<file path="config.mk">
export PLATFORM = sky130hd
export DESIGN_NAME = lcd_rgb_capture
export DESIGN_NICKNAME = d
export VERILOG_FILES = /design/src/rtl/lcd_pkg.sv /design/src/rtl/lcd_sync_edge.sv /design/src/rtl/lcd_rgb_capture.sv
export SDC_FILE = /design/constraint.sdc
export NUM_CORES = 1
export LEC_CHECK = 0
export BUFFER_PORTS_ARGS = -buffer_cell sky130_fd_sc_hd__buf_2
export CORE_AREA = 4 4 131 133
export DETAILED_ROUTE_END_ITERATION = 10
export DIE_AREA = 0 0 135 137
export PLACE_DENSITY = 0.61
export SYNTH_ARGS = -nofsm -noshare
export SYNTH_HDL_FRONTEND = slang
export SYNTH_SLANG_ARGS = --single-unit
</file>
<file path="constraint.sdc">
create_clock -name CLK -period 5.4 [get_ports CLK]
set_clock_uncertainty 0.15 [all_clocks]
set_input_delay 0.81 -clock CLK [delete_from_list [all_inputs] [get_ports CLK]]
set_output_delay 0.81 -clock CLK [all_outputs]
set_load 0.02 [all_outputs]
</file>
<file path="src/rtl/lcd_pkg.sv">
// Shared types and helpers for the LCD RGB capture block.
package lcd_pkg;

   localparam int CNT_W_DEF = 16;

   typedef enum logic [1:0] {
      IDLE    = 2'd0,
      WAIT_DE = 2'd1,
      ACTIVE  = 2'd2,
      DROP    = 2'd3
   } cap_state_t;

   // rgb is {R[7:0], G[7:0], B[7:0]}
   function automatic logic [15:0] pack_rgb565(input logic [23:0] rgb);
      return {rgb[23:19], rgb[15:10], rgb[7:3]};
   endfunction

   // Full-scale colour bars: black, red, green, yellow, blue, magenta, cyan, white
   function automatic logic [15:0] bar_color(input logic [2:0] idx);
      logic [15:0] c;
      case (idx)
         3'd0:    c = 16'h0000;
         3'd1:    c = 16'hF800;
         3'd2:    c = 16'h07E0;
         3'd3:    c = 16'hFFE0;
         3'd4:    c = 16'h001F;
         3'd5:    c = 16'hF81F;
         3'd6:    c = 16'h07FF;
         default: c = 16'hFFFF;
      endcase
      return c;
   endfunction

endpackage

</file>
<file path="src/rtl/lcd_sync_edge.sv">
// Input register stage for the LCD bus plus DE/VSYNC edge detection on the
// registered copies.
module lcd_sync_edge
   import lcd_pkg::*;
#(
   parameter logic SYNC_ACT = 1'b0
) (
   input  logic        CLK,
   input  logic        nRST,
   input  logic        lcd_de,
   input  logic        lcd_hsync,
   input  logic        lcd_vsync,
   input  logic [23:0] lcd_rgb,
   output logic        de_q,
   output logic        hsync_q,
   output logic [23:0] rgb_q,
   output logic        vs_start,
   output logic        de_rise,
   output logic        de_fall
);

   logic vs_q;
   logic de_d;
   logic vs_d;

   always_ff @(posedge CLK) begin
      if (!nRST) begin
         de_q    <= 1'b0;
         hsync_q <= ~SYNC_ACT;
         vs_q    <= ~SYNC_ACT;
         rgb_q   <= '0;
         de_d    <= 1'b0;
         vs_d    <= ~SYNC_ACT;
      end else begin
         de_q    <= lcd_de;
         hsync_q <= lcd_hsync;
         vs_q    <= lcd_vsync;
         rgb_q   <= lcd_rgb;
         de_d    <= de_q;
         vs_d    <= vs_q;
      end
   end

   assign vs_start = (vs_q == SYNC_ACT) && (vs_d != SYNC_ACT);
   assign de_rise  = de_q && !de_d;
   assign de_fall  = !de_q && de_d;

endmodule

</file>
<file path="src/rtl/lcd_rgb_capture.sv">
// Parallel RGB LCD capture: packs active RGB888 pixels to RGB565 into the pixel
// FIFO, measures frame geometry, reports lock and overflow. Define
// CAPTURE_TESTPAT_EN to allow colour bars to replace the captured pixel data.
//
// state   | meaning
// IDLE    | out of reset, waiting for the first VS_start
// WAIT_DE | frame started, waiting for the first DE rise
// ACTIVE  | writing pixels into the FIFO
// DROP    | FIFO overflowed, discarding pixels until the next VS_start
module lcd_rgb_capture
   import lcd_pkg::*;
#(
   parameter int   CNT_W      = CNT_W_DEF,
   parameter int   RST_CYCLES = 20,
   parameter logic SYNC_ACT   = 1'b0,
   parameter int   BAR_WIDTH  = 100
) (
   input  logic             CLK,
   input  logic             nRST,
   input  logic             LCD_DE,
   input  logic             LCD_HSYNC,
   input  logic             LCD_VSYNC,
   input  logic [7:0]       LCD_R,
   input  logic [7:0]       LCD_G,
   input  logic [7:0]       LCD_B,
   input  logic             FIFO_Full,
   output logic             FIFO_RST,
   output logic             FIFO_WE,
   output logic [15:0]      FIFO_WData,
   input  logic             Ovf_Clr,
   input  logic             TestPat_Sel,
   output logic [CNT_W-1:0] Line_Width,
   output logic [CNT_W-1:0] Frame_Lines,
   output logic             Locked,
   output logic             Overflow
);

   localparam int RST_W = (RST_CYCLES > 1) ? $clog2(RST_CYCLES) : 1;
   localparam logic [RST_W-1:0] RST_LOAD = RST_W'(RST_CYCLES - 1);

   logic        de_q;
   logic        hsync_unused;
   logic [23:0] rgb_q;
   logic        vs_start;
   logic        de_rise;
   logic        de_fall;

   lcd_sync_edge #(.SYNC_ACT(SYNC_ACT)) u_sync_edge (
      .CLK       (CLK),
      .nRST      (nRST),
      .lcd_de    (LCD_DE),
      .lcd_hsync (LCD_HSYNC),
      .lcd_vsync (LCD_VSYNC),
      .lcd_rgb   ({LCD_R, LCD_G, LCD_B}),
      .de_q      (de_q),
      .hsync_q   (hsync_unused),
      .rgb_q     (rgb_q),
      .vs_start  (vs_start),
      .de_rise   (de_rise),
      .de_fall   (de_fall)
   );

   logic [15:0] pix_data;

`ifdef CAPTURE_TESTPAT_EN
   localparam int BAR_PW = (BAR_WIDTH > 1) ? $clog2(BAR_WIDTH) : 1;
   localparam logic [BAR_PW-1:0] BAR_LAST = BAR_PW'(BAR_WIDTH - 1);

   logic [2:0]        bar_idx;
   logic [2:0]        cur_idx;
   logic [BAR_PW-1:0] bar_pix;
   logic [BAR_PW-1:0] cur_pix;

   // The pixel on a DE rise is always the first pixel of bar 0.
   always_comb begin
      cur_idx = de_rise ? 3'd0 : bar_idx;
      cur_pix = de_rise ? '0 : bar_pix;
   end

   always_ff @(posedge CLK) begin
      if (!nRST) begin
         bar_idx <= 3'd0;
         bar_pix <= '0;
      end else if (de_q) begin
         if (cur_pix == BAR_LAST) begin
            bar_pix <= '0;
            bar_idx <= cur_idx + 3'd1;
         end else begin
            bar_pix <= cur_pix + 1'b1;
            bar_idx <= cur_idx;
         end
      end
   end

   assign pix_data = TestPat_Sel ? bar_color(cur_idx) : pack_rgb565(rgb_q);
`else
   localparam int BAR_WIDTH_UNUSED = BAR_WIDTH;
   logic tp_sel_unused;
   assign tp_sel_unused = TestPat_Sel;
   assign pix_data      = pack_rgb565(rgb_q);
`endif

   cap_state_t       state;
   logic [CNT_W-1:0] pix_cnt;
   logic [CNT_W-1:0] line_cnt;
   logic [CNT_W-1:0] line_width;
   logic [CNT_W-1:0] frame_lines;
   logic [CNT_W-1:0] prev_width;
   logic [CNT_W-1:0] prev_lines;
   logic [RST_W-1:0] rst_cnt;
   logic             fifo_rst;
   logic             fifo_we;
   logic [15:0]      fifo_wdata;
   logic             locked;
   logic             overflow;
   logic             first_de;
   logic             cnt_en;
   logic             wr_elig;

   function automatic logic [CNT_W-1:0] sat_inc(input logic [CNT_W-1:0] v);
      return (&v) ? v : v + 1'b1;
   endfunction

   // The first pixel of a frame is taken in WAIT_DE on the same cycle as the transition.
   always_comb begin
      first_de = (state == WAIT_DE) && de_rise;
      cnt_en   = de_q && ((state == ACTIVE) || (state == DROP) || first_de);
      wr_elig  = de_q && ((state == ACTIVE) || first_de) && !fifo_rst;
   end

   always_ff @(posedge CLK) begin
      if (!nRST) begin
         state       <= IDLE;
         pix_cnt     <= '0;
         line_cnt    <= '0;
         line_width  <= '0;
         frame_lines <= '0;
         prev_width  <= '0;
         prev_lines  <= '0;
         rst_cnt     <= '0;
         fifo_rst    <= 1'b0;
         fifo_we     <= 1'b0;
         fifo_wdata  <= '0;
         locked      <= 1'b0;
         overflow    <= 1'b0;
      end else begin
         fifo_we <= 1'b0;

         if (fifo_rst) begin
            if (rst_cnt == '0) fifo_rst <= 1'b0;
            else               rst_cnt  <= rst_cnt - 1'b1;
         end

         if (Ovf_Clr) overflow <= 1'b0;

         if (vs_start) begin
            if (state != IDLE) begin
               frame_lines <= line_cnt;
               prev_width  <= line_width;
               prev_lines  <= line_cnt;
               locked      <= (line_width == prev_width) && (line_cnt == prev_lines) &&
                              (line_width != '0) && (line_cnt != '0);
            end
            pix_cnt  <= '0;
            line_cnt <= '0;
            fifo_rst <= 1'b1;
            rst_cnt  <= RST_LOAD;
            state    <= WAIT_DE;
         end else begin
            if (cnt_en) pix_cnt <= sat_inc(pix_cnt);

            if (de_fall && ((state == ACTIVE) || (state == DROP))) begin
               line_width <= pix_cnt;
               line_cnt   <= sat_inc(line_cnt);
               pix_cnt    <= '0;
            end

            if (first_de) state <= ACTIVE;

            if (wr_elig) begin
               if (FIFO_Full) begin
                  overflow <= 1'b1;
                  locked   <= 1'b0;
                  state    <= DROP;
               end else begin
                  fifo_we    <= 1'b1;
                  fifo_wdata <= pix_data;
               end
            end
         end
      end
   end

   assign FIFO_RST    = fifo_rst;
   assign FIFO_WE     = fifo_we;
   assign FIFO_WData  = fifo_wdata;
   assign Line_Width  = line_width;
   assign Frame_Lines = frame_lines;
   assign Locked      = locked;
   assign Overflow    = overflow;

endmodule
</file>
Word-level counts from Yosys, hierarchy flattened
Cells that the tools add are included.
Word-level totals
  register bits after elaboration: 135
Cells by class
  add/sub/neg operators: 3
  equal/unequal tests: 7
  mux-type cells: 19
  bitwise logic cells: 8
  reduce and logical (&&, ||, !) cells: 37
Operators with widths (count)
  $add 16x1->16 const B: 2
  $eq 16x16->1: 2
  $reduce_and 16->1: 2
  $reduce_bool 16->1: 2
  $mux 5: 3
  $mux 1: 13
  $reduce_and 2->1: 6
  $logic_and 1x1->1: 11
  $not 1->1: 8
  $reduce_bool 2->1: 4
  $mux 2: 3
  $reduce_and 3->1: 2
  $reduce_or 3->1: 2
  $logic_not 5->1: 1
  $sub 5x1->5 const B: 1
  $eq 2x2->1 const B: 2
  $logic_not 1->1: 3
  $logic_or 1x1->1: 3
  $eq 2x1->1 const B: 1
  $ne 2x1->1 const B: 1
  $ne 2x2->1 const B: 1
  $reduce_or 2->1: 1

Longest topological paths before layout
Gate-level depths: netlist of the first run.
  word-level depth: 8
  mapped depth: 8
  mapped depth without buffers: 7

By module
A second synthesis of the first run with hierarchy kept.
Unflattened totals
  cells, all modules: 639
  area total of the unflattened synthesis: 5810.6 µm²
By module, submodules not included
  lcd_rgb_capture: times used 1, cells an instance 575, area each 5002.3 µm², sequential area each 2142.1 µm²
  lcd_sync_edge: times used 1, cells an instance 64, area each 808.3 µm², sequential area each 580.6 µm²

Worst setup path before layout of the first run
OpenSTA, ideal clock, no wires.
  kind: input port to flip-flop
  start: in FIFO_Full
  end: reg fifo_wdata[10], in the netlist FIFO_WData[10]
  library setup time: 116 ps
  arrival time: 1644 ps
  required time: 5134 ps
  path slack: 3490 ps
  cell stages on the path: 5
  path buffers: 2
  cells stage by stage: nor3_1 > buf_2 > buf_4 > mux2i_1 > nor2b_1
Between the ends
  word-level cells in the longest chain between the ends: 2
Ends and longest elaborated chain
  start, declared: line lcd_rgb_capture.sv:26  | input logic FIFO_Full,
  $not 1->1 (no source line)
  $reduce_and 3->1 (no source line)
  end signal, assigned: line lcd_rgb_capture.sv:187  | fifo_wdata <= pix_data;
  end, declared: line lcd_rgb_capture.sv:113  | logic [15:0] fifo_wdata;
Every way passes these cells.
A chain may end at the register's enable or synchronous reset.

Final worst setup path of the first run
  start: in nRST
  end: reg line_cnt[3]
Between the ends
  word-level cells in the longest chain between the ends: 2
Ends and longest elaborated chain
  start, declared: line lcd_rgb_capture.sv:19  | input logic nRST,
  $not 1->1 (no source line)
  $reduce_or 2->1 (no source line)
  end signal, assigned: line lcd_rgb_capture.sv:174  | line_cnt <= sat_inc(line_cnt);
  end, declared: line lcd_rgb_capture.sv:105  | logic [CNT_W-1:0] line_cnt;
Every way passes these cells.

==> results of run 1 <==
-- critical path, stage by stage --
cell and delay, ns:
buf_2 0.07, buf_4 0.58, nand2_1 0.62, or4_1 0.66
nand2_1 0.08
-- final cells by class --
cell class                      instances  share of cell area (%)
Multi-Input combinational cell        440                   41.42
Sequential cell                       127                   37.95
Clock buffer                           17                   6.349
Timing Repair Buffer                   76                   5.789
Tap cell                              216                   4.034
Clock inverter                         15                   3.959
Inverter                                9                  0.5042
-- worst min path at each step --
| stage | slack (ns) | cells after the start | start | endpoint |
|---|---|---|---|---|
| 4_1_cts | 0.28 | 1 | u_sync_edge.vs_q | u_sync_edge.vs_d |
| 6_report | 0.27 | 1 | u_sync_edge.vs_q | u_sync_edge.vs_d |
| 3_5_place_dp | 0.27 | 1 | u_sync_edge.vs_q | u_sync_edge.vs_d |
| 5_1_grt | 0.29 | 1 | u_sync_edge.vs_q | u_sync_edge.vs_d |
| 2_1_floorplan | 0.25 | 1 | u_sync_edge.vs_q | u_sync_edge.vs_d |
| 3_3_place_gp | 0.26 | 1 | u_sync_edge.vs_q | u_sync_edge.vs_d |
-- cells in the mapped netlist (all sizes together), types with 2 or more instances --
cell / instances
ha: 4
or4: 2
and4: 5
nand3: 11
o21ai: 8
xnor2: 28
nand2: 112
a21boi: 53
nand3b: 2
xor2: 33
clkbuf: 24
nor2: 40
a21oi: 6
inv: 9
nand2b: 5
nor2b: 16
dfxtp: 127
a211oi: 3
nor3b: 3
o2111ai: 2
o211ai: 4
nand4: 12
nor4b: 2
or3: 3
nor4: 19
buf: 11
or2: 3
mux2i: 18
nor3: 11
and3: 5
and2: 22
-- power breakdown --
part | internal (mW) | leakage (nW) | switching, mW
Combinational | 0.0274 | 1.24 | 0.0364
Sequential | 0.950 | 1.03 | 0.00760
Clock | 0.910 | 0.329 | 0.417
Total | 1.89 | 2.60 | 0.461
-- sequential cells by signal (all words and copies together), names as in the netlist, 2 cells and up --
name / count
pix_cnt: 16
FIFO_WData: 16
Line_Width: 16
u_sync_edge.rgb_q: 16
state: 2
line_cnt: 16
rst_cnt: 5
prev_lines: 16
prev_width: 16
-- kinds of logic (layout without fill, tap and decap cells) --
kind of cell               after synthesis  in the layout  synth area share [%]
muxes                                   18             18                 3.275
buffers and inverters                   44            117                 3.434
adders and majority gates                4              4                0.9097
and+or+nand+nor                        275            275                 25.29
xor gates and xnor gates                61             61                 9.848
DFF                                    127            127                 46.21
AOI/OAI and AO/OA                       82             82                 11.03
-- metal layers --
metal	routed length [um]	vias up	part of all wire (%)	global-route usage (%)
met4	209	0	1.7	5.655
met1	5807	2036	46	17.97
met3	931	18	7.4	5.331
met2	5686	125	45	23.21
li1	-	2186	-	-
met5	0	-	0	0
==> impl_metrics.toml, run 1 <==
[outcome]
status = "completed"

[critical_path]
crit_path_end = "line_cnt[3]"
r2r_start = "pix_cnt[0]"
crit_type = "primary input to flop"
ff2ff_path_depth = 6
reg2reg_slack_ns = 3.09
reg2reg_to = "pix_cnt[0]"
crit_path_start = "nRST"
cp.arrival_ns = 2.89
critPathRequiredTime_ns = 5.61
path_max_fanout = 95
endpoint_kind = "flop"
cp-start-kind = "primary input"

[power]
power_density_nw_per_um2 = 350.6
peakVddDrop_mv = 0.2869
power.total_mw = 2.349
p_leak_nw = 2.598

[synthesis]
seq_area_frac_synth_pct = 46.21
synth_top_area_share_pct = 46.21
synth_nets = 647
yosys-top-cells-area = "dfxtp_1 (46%), nand2_1 (7.6%), a21boi_0 (6.5%), xor2_1 (5.1%), xnor2_1 (4.5%)"
synth_edf_count = 0
syn_area_per_cell_um2 = 9.004
synth_cell_types = 52
netlist_area_um2 = 5502
synthFlopType = "dfxtp_1"
synth_warnings = 0
synth-seq-cells = 127
yosysTopAreaCell = "dfxtp_1"
postSynthCellCount = 611
async_flop_share_pct = 0

[route]
drt-initial-drc-count = 224
vias = 4365
drt_wl_total_um = 12640
firstDrtPassIters = 4
drc = 0
vias_per_cell = 4.850
final_antenna_net_count = 0
post_drt_wl_per_cell_um = 14.04

[place]
place_worst_setup_slack_ns = 2.276
place_area_um2 = 6010
place_hpwl_um = 8872
routabilityCongestion = 0.8333
io_buffers = 73
placedCellCount = 868

[finish]
syn_to_final_growth_pct = 21.79
final_cell_mix = "dfxtp_1 (127), nand2_1 (112), buf_2 (73)"
nFillCells = 1549
postLayoutCellArea_um2 = 6700
instances_no_fill = 900
finalNetCount = 707
area.sequential_um2 = 2542
drive_above_1_share_pct = 18.13
post-route-util_pct = 42.33
mostFrequentLayoutCell = "dfxtp_1"
antenna_cells = 0
multiInputGateArea_um2 = 2775

[sta]
setup_viol = 0
worstMarginPinSlew_ns = 0.8640
finalCriticalPeriod_ns = 2.680
setup-tns-final_ns = 0
hold_viol_final = 0
max_freq_mhz = 373.2
setup_slack_ns = 2.720
rsz0062_at_grt = "no"
whs_ns = 0.2745
finalCritPeriodShare_pct = 49.62
relSlewSlack_pct = 41.87
maxSlewViolCount = 0

[clocking]
clk_latency_ns = 0.41
cts-resized-gates = 0
htreeDepth = 4
clockBufferDepth = 2
cts_made_buffers = 17
cts_hold_buf = 0
path_clk_slew_ns = 0.06
clockRootBuffer = "clkbuf_16"
postCtsSetupBuffers = 0
clock_sinks = 127
cts_tree = "done"

[grt]
antenna_found_initial = 0
track_usage_pct = 14.55
grt_max_degree = 96
grt_pass1_vias = 4278
overflow = 0
grt_pass1_wl_um = 21380

[floorplanning]
io_pins = 84
die_width_um = 135
die_y_um = 137
num_rows = 46
core_area_um2 = 15830
start_util_pct = 34.76
die_area_um2 = 18500

[run]
maxCapViolCount = 0

[worst_hold_path]
hold_class = "flop to flop"
Power figures use the tool's default switching activity.
==> run 2: changes to the inputs <==
Settings changed: ABC_AREA set to 1, CORE_AREA 4 4 131 133 to 4 4 133 135, DIE_AREA 0 0 135 137 to 0 0 137 139, PLACE_DENSITY 0.61 to 0.63.
Clock period 5.4 ns to 2.2 ns, I/O delays scaled along.
==> impl_metrics.toml, run 2 <==
[route]
drt_wl_total_um = 13540
vias_per_cell = 4.548
post_drt_wl_per_cell_um = 12.28
drc = 0
vias = 5016
drt-initial-drc-count = 378
firstDrtPassIters = 6
final_antenna_net_count = 0

[critical_path]
crit_path_start = "line_cnt[0]"
reg2reg_slack_ns = 0.24
cp-start-kind = "flop"
endpoint_kind = "flop"
ff2ff_path_depth = 9
r2r_start = "line_cnt[0]"
path_max_fanout = 16
crit_type = "flop to flop"
crit_path_end = "line_cnt[8]"
reg2reg_to = "line_cnt[8]"
critPathRequiredTime_ns = 2.40
cp.arrival_ns = 2.15

[synthesis]
synth_nets = 814
yosysTopAreaCell = "dfxtp_1"
netlist_area_um2 = 5673
synth_warnings = 0
async_flop_share_pct = 0
synth_cell_types = 35
synthTopCellsByCount = "nand2_1 (164), dfxtp_1 (127), inv_1 (95), a21oi_1 (80), nor2_1 (77)"
syn_area_per_cell_um2 = 7.292
synth_most_common_cell = "nand2_1"
synthFlopType = "dfxtp_1"
synth_edf_count = 0
yosys-top-cells-area = "dfxtp_1 (45%), nand2_1 (11%), a21oi_1 (7.1%), inv_1 (6.3%), o21ai_0 (6.0%)"
seq_area_frac_synth_pct = 44.82
postSynthCellCount = 778
synth_top_area_share_pct = 44.82
synth-seq-cells = 127

[floorplanning]
num_rows = 47
start_util_pct = 34.45
die_area_um2 = 19040
die_width_um = 137
core_area_um2 = 16470
die_y_um = 139
io_pins = 84

[sta]
finalCriticalPeriod_ns = 1.957
max_freq_mhz = 511.1
setup-tns-final_ns = 0
hold_viol_final = 0
rsz0062_at_grt = "no"
relSlewSlack_pct = 48.81
worstMarginPinSlew_ns = 0.7679
setup_viol = 0
maxSlewViolCount = 0
finalCritPeriodShare_pct = 88.94

[clocking]
path_clk_slew_ns = 0.05
htreeDepth = 4
clock_sinks = 127
clockRootBuffer = "clkbuf_16"
postCtsSetupBuffers = 0
clk_latency_ns = 0.42
cts_tree = "done"
clockBufferDepth = 2
cts_made_buffers = 17

[worst_hold_path]
hold_class = "primary input to flop"
hp-start = "Ovf_Clr"

[power]
power.total_mw = 5.526
p_leak_nw = 3.037
power_density_nw_per_um2 = 786.3
peakVddDrop_mv = 0.5006

[finish]
drive_above_1_share_pct = 16.76
finalNetCount = 906
mostFrequentLayoutCell = "nand2_1"
syn_to_final_growth_pct = 23.89
antenna_cells = 0
nFillCells = 1681
final_cell_mix = "nand2_1 (164), dfxtp_1 (127), inv_1 (95)"

[grt]
grt_pass1_wl_um = 22680
grt_pass1_vias = 4663
overflow = 0
grt_max_degree = 85
track_usage_pct = 14.72
antenna_found_initial = 0

[place]
io_buffers = 73
place_hpwl_um = 9288
routabilityCongestion = 0.7933

[outcome]
status = "completed"

[run]
maxCapViolCount = 0
==> run 2: kinds of logic (layout without fill, tap and decap cells) <==
group           count (synthesis)  after routing  share of synthesized area, %
flops                         127            127                         44.82
buf+inv                       138            243                         9.881
compound gates                168            168                         15.66
fa+ha+maj                       4              4                        0.8823
simple gates                  306            306                         23.36
xor+xnor                       35             35                         5.404
==> run 2: cell type report <==
type | count | area (um2) | area share [%]
timing repair buffer | 101 | 620.6 | 8.830
tap | 220 | 275.3 | 3.917
multi-input combinational | 513 | 2581 | 36.73
clock buffer | 26 | 489.2 | 6.961
sequential | 127 | 2542 | 36.18
clock inverter | 6 | 105.1 | 1.495
inverter | 110 | 414.1 | 5.893
==> run 2: repair_timing <==
item,CTS,global route
hold endpoints to repair,18,0
resized for setup,0,0
hold buffers,18,0
==> run 2: power by group <==
part           internal [mW]  switching [mW]  leakage (nW)  total, mW
sequential              2.36          0.0321          1.03       2.39
clock                   1.87           0.962         0.292       2.83
combinational          0.122           0.185          1.71      0.307
==> run 2: worst min-delay path by stage <==
| stage | to | cells after the start |
|---|---|---|
| after floorplan | u_sync_edge.vs_d | 2 |
| after global placement | u_sync_edge.vs_d | 2 |
| after detailed placement | u_sync_edge.vs_d | 2 |
| after CTS | Overflow | 4 |
| after global routing | Overflow | 4 |
| final | Overflow | 4 |
==> run 2: per-layer routing <==
| layer | GRT usage (%) | share of wire, % | vias up | routed length, um |
|---|---|---|---|---|
| li1 | - | - | 2652 | - |
| met1 | 18.40 | 45 | 2283 | 6050 |
| met2 | 24.17 | 50 | 65 | 6714 |
| met3 | 4.499 | 4.3 | 16 | 578 |
| met4 | 4.622 | 1.5 | 0 | 198 |
| met5 | 0 | 0 | - | 0 |
==> run 2: worst max-delay path, stage by stage, from the launching register on <==
cell	delay (ns)
dfxtp_1	0.41
ha_1	0.28
nand3_1	0.19
nor2_4	0.20
nand3_2	0.10
nand2_4	0.18
inv_2	0.14
nand3_1	0.09
nand2_1	0.05
a21oi_1	0.10
==> run 2: metrics by stage <==
stage / hold WS (ns) / cells / util, % / worst slack, ns / cell area (um2)
6_report: 0.07430 / 1103 / 42.68 / 0.2434 / 7028
5_1_grt: 0.09564 / 1103 / 42.68 / 0.09000 / 7028
4_1_cts: 0.06743 / 1103 / 42.68 / 0.2483 / 7028
3_5_place_dp: 0.2636 / 1053 / 37.98 / 0.2616 / 6254
3_3_place_gp: 0.2606 / 1053 / 37.98 / 0.2738 / 6254
2_1_floorplan: 0.2545 / 778 / - / 0.4286 / 5673
